$ cat src/rtl/rtype_instr_encoder.sv
// rtype_instr_encoder: assembles RV32I R-type instruction words from a one-hot
// ALU operation and register fields, and streams them out with sequential word
// addresses. Two registered stages: stage 1 encodes and legality-checks the
// request, stage 2 is the output register holding the word and its address.
//
// Handshake rules for both ports: a transfer happens on a rising edge where
// valid and ready are both 1. A producer holding valid=1 keeps its payload
// stable until the transfer; out_valid/out_instr/out_addr never change while
// out_valid=1 and out_ready=0. in_ready depends only on registered state,
// out_ready and rst, never on in_valid.
module rtype_instr_encoder #(
   parameter logic [31:0] BASE_ADDR = 32'h0000_0000,
   parameter int unsigned DEPTH     = 256,
   parameter int unsigned ERR_W     = 8
) (
   input  logic             clk,
   input  logic             rst,
   input  logic             in_valid,
   output logic             in_ready,
   input  logic [7:0]       in_op,
   input  logic             in_alt,
   input  logic [4:0]       in_rd,
   input  logic [4:0]       in_rs1,
   input  logic [4:0]       in_rs2,
   output logic             out_valid,
   input  logic             out_ready,
   output logic [31:0]      out_instr,
   output logic [31:0]      out_addr,
   output logic             err_pulse,
   output logic [ERR_W-1:0] err_count,
   output logic             wrapped
);

   localparam int unsigned IDX_W     = (DEPTH > 1) ? $clog2(DEPTH) : 1;
   localparam logic [6:0]  OPCODE_OP = 7'b0110011;
   localparam logic [6:0]  FUNCT7_ALT = 7'b0100000;
   localparam logic [IDX_W-1:0] LAST_IDX = IDX_W'(DEPTH - 1);

   // Encoder outputs for the request currently on the input port
   logic [2:0]  in_funct3;
   logic [6:0]  in_funct7;
   logic        in_onehot;
   logic        in_alt_ok;
   logic        in_legal;
   logic [31:0] in_word;

   // Pipeline control
   logic        in_accept;
   logic        s1_advance;
   logic        s1_valid;
   logic [31:0] s1_word;

   // Address generator
   logic [31:0]      addr_q;
   logic [IDX_W-1:0] addr_idx;

   // Stage 1 can move forward whenever the output register is empty or draining
   assign s1_advance = !out_valid || out_ready;
   assign in_ready   = !rst && (!s1_valid || s1_advance);
   assign in_accept  = in_valid && in_ready;

   // Decode the one-hot op into funct3/funct7, judge legality and build the word
   always_comb begin
      in_funct3 = 3'd0;
      for (int i = 0; i < 8; i++) begin
         if (in_op[i]) begin
            in_funct3 = in_funct3 | 3'(i);
         end
      end
      in_onehot = (in_op != 8'h00) && ((in_op & (in_op - 8'd1)) == 8'h00);
      in_alt_ok = in_op[0] || in_op[5];
      in_legal  = in_onehot && !(in_alt && !in_alt_ok);
      in_funct7 = (in_alt && in_alt_ok) ? FUNCT7_ALT : 7'd0;
      in_word   = {in_funct7, in_rs2, in_rs1, in_funct3, in_rd, OPCODE_OP};
   end

   // Stage 1 register: only legal requests become valid entries; illegal ones
   // complete the handshake and vanish here
   always_ff @(posedge clk) begin
      if (rst) begin
         s1_valid <= 1'b0;
         s1_word  <= 32'd0;
      end else if (in_accept) begin
         s1_valid <= in_legal;
         s1_word  <= in_word;
      end else if (s1_advance) begin
         s1_valid <= 1'b0;
      end
   end

   // Stage 2 register and address counter: reload on the same edge the old
   // word leaves, so a full stream has no bubbles
   always_ff @(posedge clk) begin
      if (rst) begin
         out_valid <= 1'b0;
         out_instr <= 32'd0;
         out_addr  <= BASE_ADDR;
         addr_q    <= BASE_ADDR;
         addr_idx  <= '0;
         wrapped   <= 1'b0;
      end else if (s1_advance) begin
         out_valid <= s1_valid;
         if (s1_valid) begin
            out_instr <= s1_word;
            out_addr  <= addr_q;
            if (addr_idx == LAST_IDX) begin
               addr_idx <= '0;
               addr_q   <= BASE_ADDR;
               wrapped  <= 1'b1;
            end else begin
               addr_idx <= addr_idx + 1'b1;
               addr_q   <= addr_q + 32'd4;
            end
         end
      end
   end

   // Illegal-request reporting: one-cycle pulse plus saturating count
   always_ff @(posedge clk) begin
      if (rst) begin
         err_pulse <= 1'b0;
         err_count <= '0;
      end else begin
         err_pulse <= in_accept && !in_legal;
         if (in_accept && !in_legal && (err_count != {ERR_W{1'b1}})) begin
            err_count <= err_count + 1'b1;
         end
      end
   end

endmodule

$ cat config.mk
export PLATFORM = sky130hd
export DESIGN_NAME = rtype_instr_encoder
export DESIGN_NICKNAME = d
export VERILOG_FILES = /design/src/rtl/rtype_instr_encoder.sv
export SDC_FILE = /design/constraint.sdc
export NUM_CORES = 1
export LEC_CHECK = 0
export ABC_AREA = 0
export BUFFER_PORTS_ARGS = -buffer_cell sky130_fd_sc_hd__buf_2
export CORE_MARGIN = 5
export CORE_UTILIZATION = 58
export CTS_CLUSTER_DIAMETER = 150
export CTS_CLUSTER_SIZE = 10
export DETAILED_ROUTE_END_ITERATION = 7
export PLACE_DENSITY = 0.95
export RECOVER_POWER = 25
export SLEW_MARGIN = 0
export SYNTH_ARGS = -nofsm -noshare
export SYNTH_HDL_FRONTEND = slang
export SYNTH_SLANG_ARGS = --single-unit
$ cat constraint.sdc
create_clock -name clk -period 6.1 [get_ports clk]
set_clock_uncertainty 0.2 [all_clocks]
set_input_delay 0.61 -clock clk [delete_from_list [all_inputs] [get_ports clk]]
set_output_delay 0.61 -clock clk [all_outputs]
set_load 0.01 [all_outputs]
==> reports/metrics.cfg, run 1 <==
[clocking]
cts_tree=yes
clkSinkCount=120
cts_setup_buffers=0
cts.clk_slew.worst_paths_ps=60
cts_made_buffers=17
cts-root-buf=clkbuf_8
clock_latency_ps=510
clock_tree.buffer_depth=2
htreeDepth=4
postCtsHoldBufs=0
cts_resized=0

[cells_and_area]
layout-drive-gt1-share_pct=14.6
finalNonFillerCells=782
n_antenna_cell=0
fill_cells=608
seq_area_mm2=0.00240
fin_nets=695
synthToLayoutAreaGrowth_pct=19.2
multi_input_area_mm2=0.00226

[power_and_ir_drop]
leakagePower_nw=2.12
seq_power_share_pct=42.5
p_comb_share_pct=2.9
internal-power_mw=1.49
p_switching_mw=0.395
ir_drop_mv=0.220
power.share.clock_pct=54.6
p_per_area_mw_per_mm2=321
p_sw_share_pct=21.0

[yosys]
ys_warn_count=0
async_flop_share_pct=0
yosysTopAreaCell=dfxtp_1
synth_area_mm2=0.00493
yosysUniqueCellTypes=51
ys_ff_latch=120
synthFlopType=dfxtp_1
synth_top_area_share_pct=48.7
syn_inst=591
seq_area_frac_synth_pct=48.7
synth_enable_flop_cells=0
syn-mean-instance-area_um2=8.34
synth_area_leaders=dfxtp_1, nand2_1, a21oi_1

[worst_setup_path]
worstSetupPathType=reg2reg
timing.rr.end=addr_q[18]
path_cells=nand2b_1 -> and2_2 -> nand3_1 -> nand2_1 -> nor2_1
cpMaxStageDelayCell=nand2_1
cp_max_fo=57
r2r_cells=5
cp-start-kind=flip-flop
slowest_delay_ps=870
r2r_start=out_valid
critical_path.endpoint_type=flip-flop
rrSetupSlack_ps=3090
worstPathRequired_ps=6240
cp_data_arrival_time_ps=3150

[timing]
worst_pin_slew_ps=1080
hold_viol_final=0
hold-worst-slack_ps=100
max_freq_mhz=332
finalSetupViolCount=0
relSlewSlack_pct=27.6
finalMaxSlewViolations=0
period_needed_ps=3010
rsz0062_at_grt=no
period_share_pct=49.3
fin_tns_setup_ps=0

[global_route]
grt_pass1_vias=4191
antenna_found_initial=0
overflow=0
track_usage_pct=23.7
grt_pass1_wl_mm=19.5
grt_max_degree=71

[placed_design]
io_buffer_count=92
dp_cells=750
place_congestion=0.830
dp_hpwl_mm=7.63

[hold_path]
hold_path_class=in2reg
worstHoldStart=in_rs1[3]
holdPathEnd=s1_word[18]
hold_depth=3

[floorplan]
core_mm2=0.00826
fp.dieH_um=102
num_rows=33
dieWidth_um=102
start_util_pct=59.7
dieArea_mm2=0.0104
io_pins=104

[job]
cap_violations=0

[route]
drtIter0Drc=345
via_per_inst=5.62
dr.pass1.iters=5
wire_per_inst_um=15.3
num_vias=4397
antenna_left=0
wl_mm=12.0
post-route-drc-count=0

[status]
outcome=complete, no violations

==> stage by stage <==
step	power, mW	worst slack (ps)	util [%]	area [µm²]
finish	1.89	3090	71.2	5880
global placement	0.868	2960	64.3	5310
CTS	1.89	3120	71.9	5940
floorplan	0.856	3520	-	4970
global route	1.94	2830	71.2	5880
detailed placement	0.871	2770	64.3	5310
==> cell families (layout without fill, tap and decap cells) <==
group | Yosys count | count (layout) | share of synthesized area, %
multiplexers | 3 | 3 | 0.710
AO/OA/AOI/OAI | 101 | 101 | 12.0
adder cells (fa/ha/maj) | 3 | 3 | 0.761
XOR/XNOR | 34 | 34 | 6.04
other | 1 | 11 | 0.0760
AND/OR/NAND/NOR | 267 | 267 | 25.3
buffers and inverters | 62 | 138 | 6.44
flip-flops | 120 | 120 | 48.7
==> per-layer routing <==
layer / track usage (%) / vias to the layer above / part of all wire [%]
li1: - / 2107 / -
met1: 29.1 / 2077 / 41
met2: 39.6 / 195 / 49
met3: 7.24 / 18 / 7.9
met4: 7.87 / 0 / 1.7
met5: 0 / - / 0
==> how the worst max path moves through the flow <==
stage                         endpoint  cells after the start  startpoint  slack, ps
after floorplan           err_count[1]                      5    in_op[3]       3520
after global placement      addr_q[22]                      5         rst       2960
after detailed placement    addr_q[18]                      6   out_ready       2770
after CTS                   addr_q[18]                      5   out_valid       3120
after global routing        addr_q[24]                      5   out_valid       2830
final                       addr_q[18]                      5   out_valid       3090
==> power groups by stage <==
stage | sequential, mW | clock [mW] | combinational (mW)
final | 0.802 | 1.03 | 0.0541
after global placement | 0.817 | 0 | 0.0507
after detailed placement | 0.818 | 0 | 0.0531
after floorplan | 0.817 | 0 | 0.0384
after CTS | 0.802 | 1.03 | 0.0535
after global routing | 0.803 | 1.08 | 0.0603
==> cell usage after synthesis (all sizes together) (4+ instances only) <==
library cell / number
o311ai: 4
nand4: 11
nor2: 50
xor2: 7
nor4: 13
dfxtp: 120
buf: 28
o41ai: 6
nor3: 11
nand2: 149
clkbuf: 22
nand3: 13
inv: 12
a21oi: 59
xnor2: 27
o21ai: 21
==> cells in the final DEF (no fill, tap or decap), drive strengths merged, types with 4 or more instances in the layout <==
| cell | count |
|---|---|
| o41ai | 6 |
| o21ai | 21 |
| inv | 12 |
| dfxtp | 120 |
| a21oi | 59 |
| xor2 | 7 |
| nor4 | 13 |
| buf | 49 |
| nand2 | 149 |
| nor3 | 11 |
| nor2 | 50 |
| conb | 11 |
| clkinv | 5 |
| xnor2 | 27 |
| nand4 | 11 |
| clkbuf | 67 |
| nand3 | 13 |
| o311ai | 4 |
==> sequential cells by signal, summed over array words and instances, names as in the netlist <==
name	flops
addr_idx	8
out_addr	30
s1_word	20
wrapped	1
s1_valid	1
err_count	8
addr_q	30
err_pulse	1
out_valid	1
out_instr	20
==> worst max-delay path, delay by kind of cell (launching register included) <==
| kind | cells | cell delay (ps) |
|---|---|---|
| flops | 1 | 330 |
| simple gates | 5 | 2290 |
==> area by class of cell <==
class | instances | area share (%)
Clock buffer | 22 | 8.21
Multi-Input combinational cell | 419 | 38.4
Sequential cell | 120 | 40.9
Timing Repair Buffer | 94 | 7.13
Clock inverter | 10 | 2.40
Inverter | 12 | 0.766
Tap cell | 105 | 2.23
(Power assumes the default switching activity.)
==> inputs of run 2 (changes only) <==
--- a/config.mk
+++ b/config.mk
@@ -8,11 +8,11 @@
 export ABC_AREA = 0
 export BUFFER_PORTS_ARGS = -buffer_cell sky130_fd_sc_hd__buf_2
 export CORE_MARGIN = 5
-export CORE_UTILIZATION = 58
+export CORE_UTILIZATION = 54
 export CTS_CLUSTER_DIAMETER = 150
 export CTS_CLUSTER_SIZE = 10
 export DETAILED_ROUTE_END_ITERATION = 7
-export PLACE_DENSITY = 0.95
+export PLACE_DENSITY = 0.91
 export RECOVER_POWER = 25
 export SLEW_MARGIN = 0
 export SYNTH_ARGS = -nofsm -noshare
==> constraint.sdc (replaced) <==
create_clock -name clk -period 2.8 [get_ports clk]
set_clock_uncertainty 0.2 [all_clocks]
set_input_delay 0.28 -clock clk [delete_from_list [all_inputs] [get_ports clk]]
set_output_delay 0.28 -clock clk [all_outputs]
set_load 0.01 [all_outputs]
==> reports/metrics.cfg, run 2 (synthesized netlist as in run 1, its figures left out) <==
[clocking]
cts.clk_slew.worst_paths_ps=60  ; about the same
clkSinkCount=120  ; unchanged
clock_latency_ps=510  ; about the same
postCtsHoldBufs=24  ; was 0
cts_made_buffers=17  ; unchanged
cts-root-buf=clkbuf_8  ; unchanged
cts_resized=0  ; unchanged
cts_tree=yes  ; unchanged
cts_setup_buffers=0  ; unchanged
clock_tree.buffer_depth=2  ; unchanged
htreeDepth=4  ; unchanged

[global_route]
grt_pass1_vias=4421  ; was 4191
track_usage_pct=22.6  ; was 23.7%
overflow=0  ; unchanged
grt_max_degree=39  ; was 71
grt_pass1_wl_mm=20.6  ; was 19.5 mm
antenna_found_initial=0  ; unchanged

[cells_and_area]
multi_input_area_mm2=0.00226  ; unchanged
synthToLayoutAreaGrowth_pct=24.9  ; was 19.2%
fin_nets=727  ; was 695
seq_area_mm2=0.00240  ; unchanged
n_antenna_cell=0  ; unchanged
final_util_pct=69.9  ; was 71.2%
final_cell_mix=nand2_1, dfxtp_1, a21oi_1, clkbuf_1, nor2_1  ; was nand2_1, dfxtp_1, a21oi_1, nor2_1, buf_2
design_area_mm2=0.00616  ; was 0.00588 mm²
fill_cells=646  ; was 608
mostFrequentLayoutCell=nand2_1  ; unchanged
layout-drive-gt1-share_pct=14.3  ; was 14.6%
reg.largest.list=addr_q x30, out_addr x30  ; unchanged

[worst_setup_path]
path_delay_family=simple AND/OR/NAND/NOR gates  ; unchanged
worstSetupPathType=reg2reg  ; unchanged
cp-start-kind=flip-flop  ; unchanged
slowest_delay_ps=700  ; was 870 ps
worstPathRequired_ps=2990  ; was 6240 ps
cp_num_buf_inv=0  ; unchanged
path_cells=nand4_4 -> or4_4 -> nor4_1 -> xnor2_1 -> nor2_1  ; was nand2b_1 -> and2_2 -> nand3_1 -> nand2_1 -> nor2_1
cp_data_arrival_time_ps=2630  ; was 3150 ps
critical_path.endpoint_type=flip-flop  ; unchanged
cp_max_fo=16  ; was 57
cpMaxStageDelayCell=or4_4  ; was nand2_1

[floorplan]
fp.dieH_um=106  ; was 102 µm
start_util_pct=56.0  ; was 59.7%
io_pins=104  ; unchanged
dieArea_mm2=0.0111  ; was 0.0104 mm²
core_mm2=0.00881  ; was 0.00826 mm²
dieWidth_um=106  ; was 102 µm
num_rows=34  ; was 33

[route]
post-route-drc-count=0  ; unchanged
via_per_inst=5.49  ; was 5.62
antenna_left=0  ; unchanged
wl_mm=12.5  ; was 12.0 mm
drtIter0Drc=182  ; was 345
dr.pass1.iters=5  ; unchanged
num_vias=4478  ; was 4397
wire_per_inst_um=15.4  ; was 15.3 µm

[timing]
finalSetupViolCount=0  ; unchanged
max_freq_mhz=410  ; was 332 MHz
fin_tns_setup_ps=0  ; unchanged
rsz0062_at_grt=no  ; unchanged
hold_viol_final=0  ; unchanged
hold-worst-slack_ps=83.4  ; was 100 ps
period_share_pct=87.2  ; was 49.3%
worst_pin_slew_ps=813  ; was 1080 ps
relSlewSlack_pct=45.2  ; was 27.6%
period_needed_ps=2440  ; was 3010 ps
finalMaxSlewViolations=0  ; unchanged

[placed_design]
io_buffer_count=92  ; unchanged
place_area_mm2=0.00539  ; was 0.00531 mm²
place_congestion=0.832  ; was 0.830
dp_hpwl_mm=7.75  ; was 7.63 mm

[job]
cap_violations=0  ; unchanged

[status]
outcome=complete, no violations  ; unchanged

[power_and_ir_drop]
p_per_area_mw_per_mm2=663  ; was 321 mW/mm²
ir_drop_mv=0.493  ; was 0.220 mV
leakagePower_nw=2.23  ; was 2.12 nW
p_total_mw=4.08  ; was 1.89 mW

[hold_path]
hold_path_class=in2reg  ; unchanged

==> run 2: metal layers <==
metal  track usage, %  share of wire (%)  vias to the layer above  routed length (µm)
met5                0                  0                        -                   0
met1             25.7                 40                     2104                5050
met2             39.1                 51                      173                6420
met4             7.96                2.1                        0                 266
li1                 -                  -                     2168                   -
met3             8.31                6.3                       33                 794
==> run 2: area by class of cell <==
class,count,area share [%]
Sequential cell,120,39.0
Tap cell,108,2.19
Clock buffer,21,7.13
Multi-Input combinational cell,419,36.6
Timing Repair Buffer,126,11.9
Inverter,12,0.731
Clock inverter,9,2.44
==> run 2: power by group <==
group	internal [mW]	total (mW)	leakage, nW	switching [mW]
logic	0.0623	0.151	0.978	0.0891
clock network	1.45	2.19	0.284	0.733
registers	1.73	1.75	0.971	0.0144
==> run 2: stage by stage <==
step / setup slack [ps] / std cells
floorplan: 550 / 601
global placement: 438 / 761
detailed placement: 397 / 761
CTS: 374 / 815
global route: 196 / 815
finish: 359 / 815
==> run 2: final timing paths <==
check / startpoint / end / slack [ps] / cells past startpoint
hold / removal: rst / s1_valid / 80 / 3
hold reg to reg: s1_word[5] / out_instr[5] / 250 / 2
setup / recovery: addr_q[5] / addr_q[24] / 360 / 5
setup reg to reg: addr_q[5] / addr_q[24] / 360 / 5
==> run 2: worst register-to-register path: cells and delay by family (launching register included) <==
| kind | cells | cell delay, ps |
|---|---|---|
| AND/OR/NAND/NOR | 4 | 1430 |
| XOR/XNOR | 1 | 200 |
| flip-flops | 1 | 490 |
==> inputs of run 3 (changes only) <==
--- a/config.mk
+++ b/config.mk
@@ -14,6 +14,7 @@
 export DETAILED_ROUTE_END_ITERATION = 7
 export PLACE_DENSITY = 0.91
 export RECOVER_POWER = 25
+export SETUP_SLACK_MARGIN = 0.5
 export SLEW_MARGIN = 0
 export SYNTH_ARGS = -nofsm -noshare
 export SYNTH_HDL_FRONTEND = slang
==> reports/metrics.cfg, run 3 (synthesized netlist as in run 1, its figures left out) <==
[cells_and_area]
layout-drive-gt1-share_pct=16.4  ; was 14.3%
fin_nets=733  ; was 727
synthToLayoutAreaGrowth_pct=27.7  ; was 24.9%
final_cell_mix=nand2_1, dfxtp_1, a21oi_1, clkbuf_1, nor2_1  ; unchanged
mostFrequentLayoutCell=nand2_1  ; unchanged
reg.largest.list=addr_q x30, out_addr x30  ; unchanged
fill_cells=639  ; was 646
n_antenna_cell=0  ; unchanged

[floorplan]
start_util_pct=56.0  ; unchanged
io_pins=104  ; unchanged
fp.dieH_um=106  ; unchanged
dieArea_mm2=0.0111  ; unchanged
dieWidth_um=106  ; unchanged
core_mm2=0.00881  ; unchanged
num_rows=34  ; unchanged

[clocking]
cts_made_buffers=17  ; unchanged
clock_latency_ps=520  ; was 510 ps
cts_tree=yes  ; unchanged
cts.clk_slew.worst_paths_ps=60  ; about the same
htreeDepth=4  ; unchanged
clkSinkCount=120  ; unchanged
cts-root-buf=clkbuf_8  ; unchanged
clock_tree.buffer_depth=2  ; unchanged

[timing]
finalMaxSlewViolations=0  ; unchanged
worst_pin_slew_ps=814  ; was 813 ps
period_needed_ps=2220  ; was 2440 ps
hold_viol_final=0  ; unchanged
max_freq_mhz=450  ; was 410 MHz
rsz0062_at_grt=yes  ; was no
fin_tns_setup_ps=0  ; unchanged
hold-worst-slack_ps=82.2  ; was 83.4 ps
finalSetupViolCount=0  ; unchanged
period_share_pct=79.3  ; was 87.2%
relSlewSlack_pct=45.7  ; was 45.2%

[worst_setup_path]
worstPathRequired_ps=2990  ; about the same
cp-start-kind=flip-flop  ; unchanged
cp_data_arrival_time_ps=2410  ; was 2630 ps
worstSetupPathType=reg2reg  ; unchanged
critical_path.endpoint_type=flip-flop  ; unchanged
r2r_cells=5  ; unchanged
cp_max_fo=8  ; was 16

[placed_design]
io_buffer_count=92  ; unchanged
place_congestion=0.832  ; unchanged
dp_hpwl_mm=7.75  ; unchanged

[route]
wire_per_inst_um=16.0  ; was 15.4 µm
num_vias=4590  ; was 4478
via_per_inst=5.59  ; was 5.49
post-route-drc-count=0  ; unchanged
wl_mm=13.2  ; was 12.5 mm
antenna_left=0  ; unchanged
drtIter0Drc=194  ; was 182
dr.pass1.iters=6  ; was 5

[job]
cap_violations=0  ; unchanged

[global_route]
antenna_found_initial=0  ; unchanged
overflow=0  ; unchanged
grt_max_degree=39  ; unchanged
grt_pass1_vias=4454  ; was 4421
grt_pass1_wl_mm=20.7  ; was 20.6 mm
track_usage_pct=22.6  ; about the same

[hold_path]
hold_depth=3  ; unchanged
hold_path_class=in2reg  ; unchanged

[power_and_ir_drop]
p_per_area_mw_per_mm2=652  ; was 663 mW/mm²
leakagePower_nw=2.32  ; was 2.23 nW
ir_drop_mv=0.486  ; was 0.493 mV

[status]
outcome=complete, no violations  ; unchanged

==> run 3: cell count changes in the layout (fill, tap and decap cells not counted), moves of 2 or more <==
| cell | change |
|---|---|
| or4_4 | +2 |
| dfxtp_2 | +5 |
| buf_6 | +2 |
| o21ai_1 | +2 |
| o21ai_0 | -2 |
| nor4_2 | +2 |
| dfxtp_1 | -5 |
| nor4_4 | +2 |
| nor4_1 | -4 |
| buf_4 | +2 |
==> run 3: worst paths after layout <==
path / startpoint / end / slack (ps)
max: addr_q[11] / addr_q[24] / 580
min: rst / s1_valid / 80
max reg2reg: addr_q[11] / addr_q[24] / 580
min reg2reg: out_addr[15] / out_addr[15] / 250
==> run 3: per-layer routing <==
layer  share of wire (%)  wire length [µm]  vias to the layer above  global-route usage, %
li1                    -                 -                     2188                      -
met1                  40              5310                     2183                   25.5
met2                  51              6720                      196                   39.5
met3                 7.3               960                       23                   7.52
met4                 1.4               180                        0                   8.70
met5                   0                 0                        -                      0
==> run 3: repair_timing <==
action | 4_1_cts | 5_1_grt
buffers inserted | 0 | 4
pin swaps | 0 | 4
hold endpoints to repair | 21 | 0
hold buffers | 24 | 0
cloned | 0 | 2
setup endpoints to repair | 5 | 25
resized for setup | 2 | 22
==> run 3: worst max-delay path, stage by stage, from the launching register on <==
cell and delay [ps]:
dfxtp_1 400, nand4_1 250, or4_4 660, nor4_4 330
xnor2_1 180, nor2_1 70
==> run 3: area by class of cell <==
cell class              instances  area (µm²)  area share [%]
clock inverters                 9         150            2.38
inverters                      12        45.0           0.715
repair buffers                131         791            12.6
flip-flops and latches        120        2410            38.2
clock buffers                  21         439            6.97
well taps                     108         135            2.15
multi-input cells             420        2330            37.0
==> run 3: metrics by stage <==
step / util [%] / instance area [µm²] / std cells / worst slack, ps / total power, mW
floorplan: - / 4970 / 601 / 550 / 1.86
global placement: 61.2 / 5390 / 761 / 438 / 1.90
detailed placement: 61.2 / 5390 / 761 / 397 / 1.90
CTS: 70.7 / 6230 / 815 / 451 / 4.09
global route: 71.5 / 6300 / 821 / 487 / 4.21
finish: 71.5 / 6300 / 821 / 580 / 4.11
==> run 3: power by group <==
group	switching (mW)	internal, mW
logic	0.0921	0.0676
registers	0.0149	1.73
clock network	0.746	1.45
total	0.853	3.25
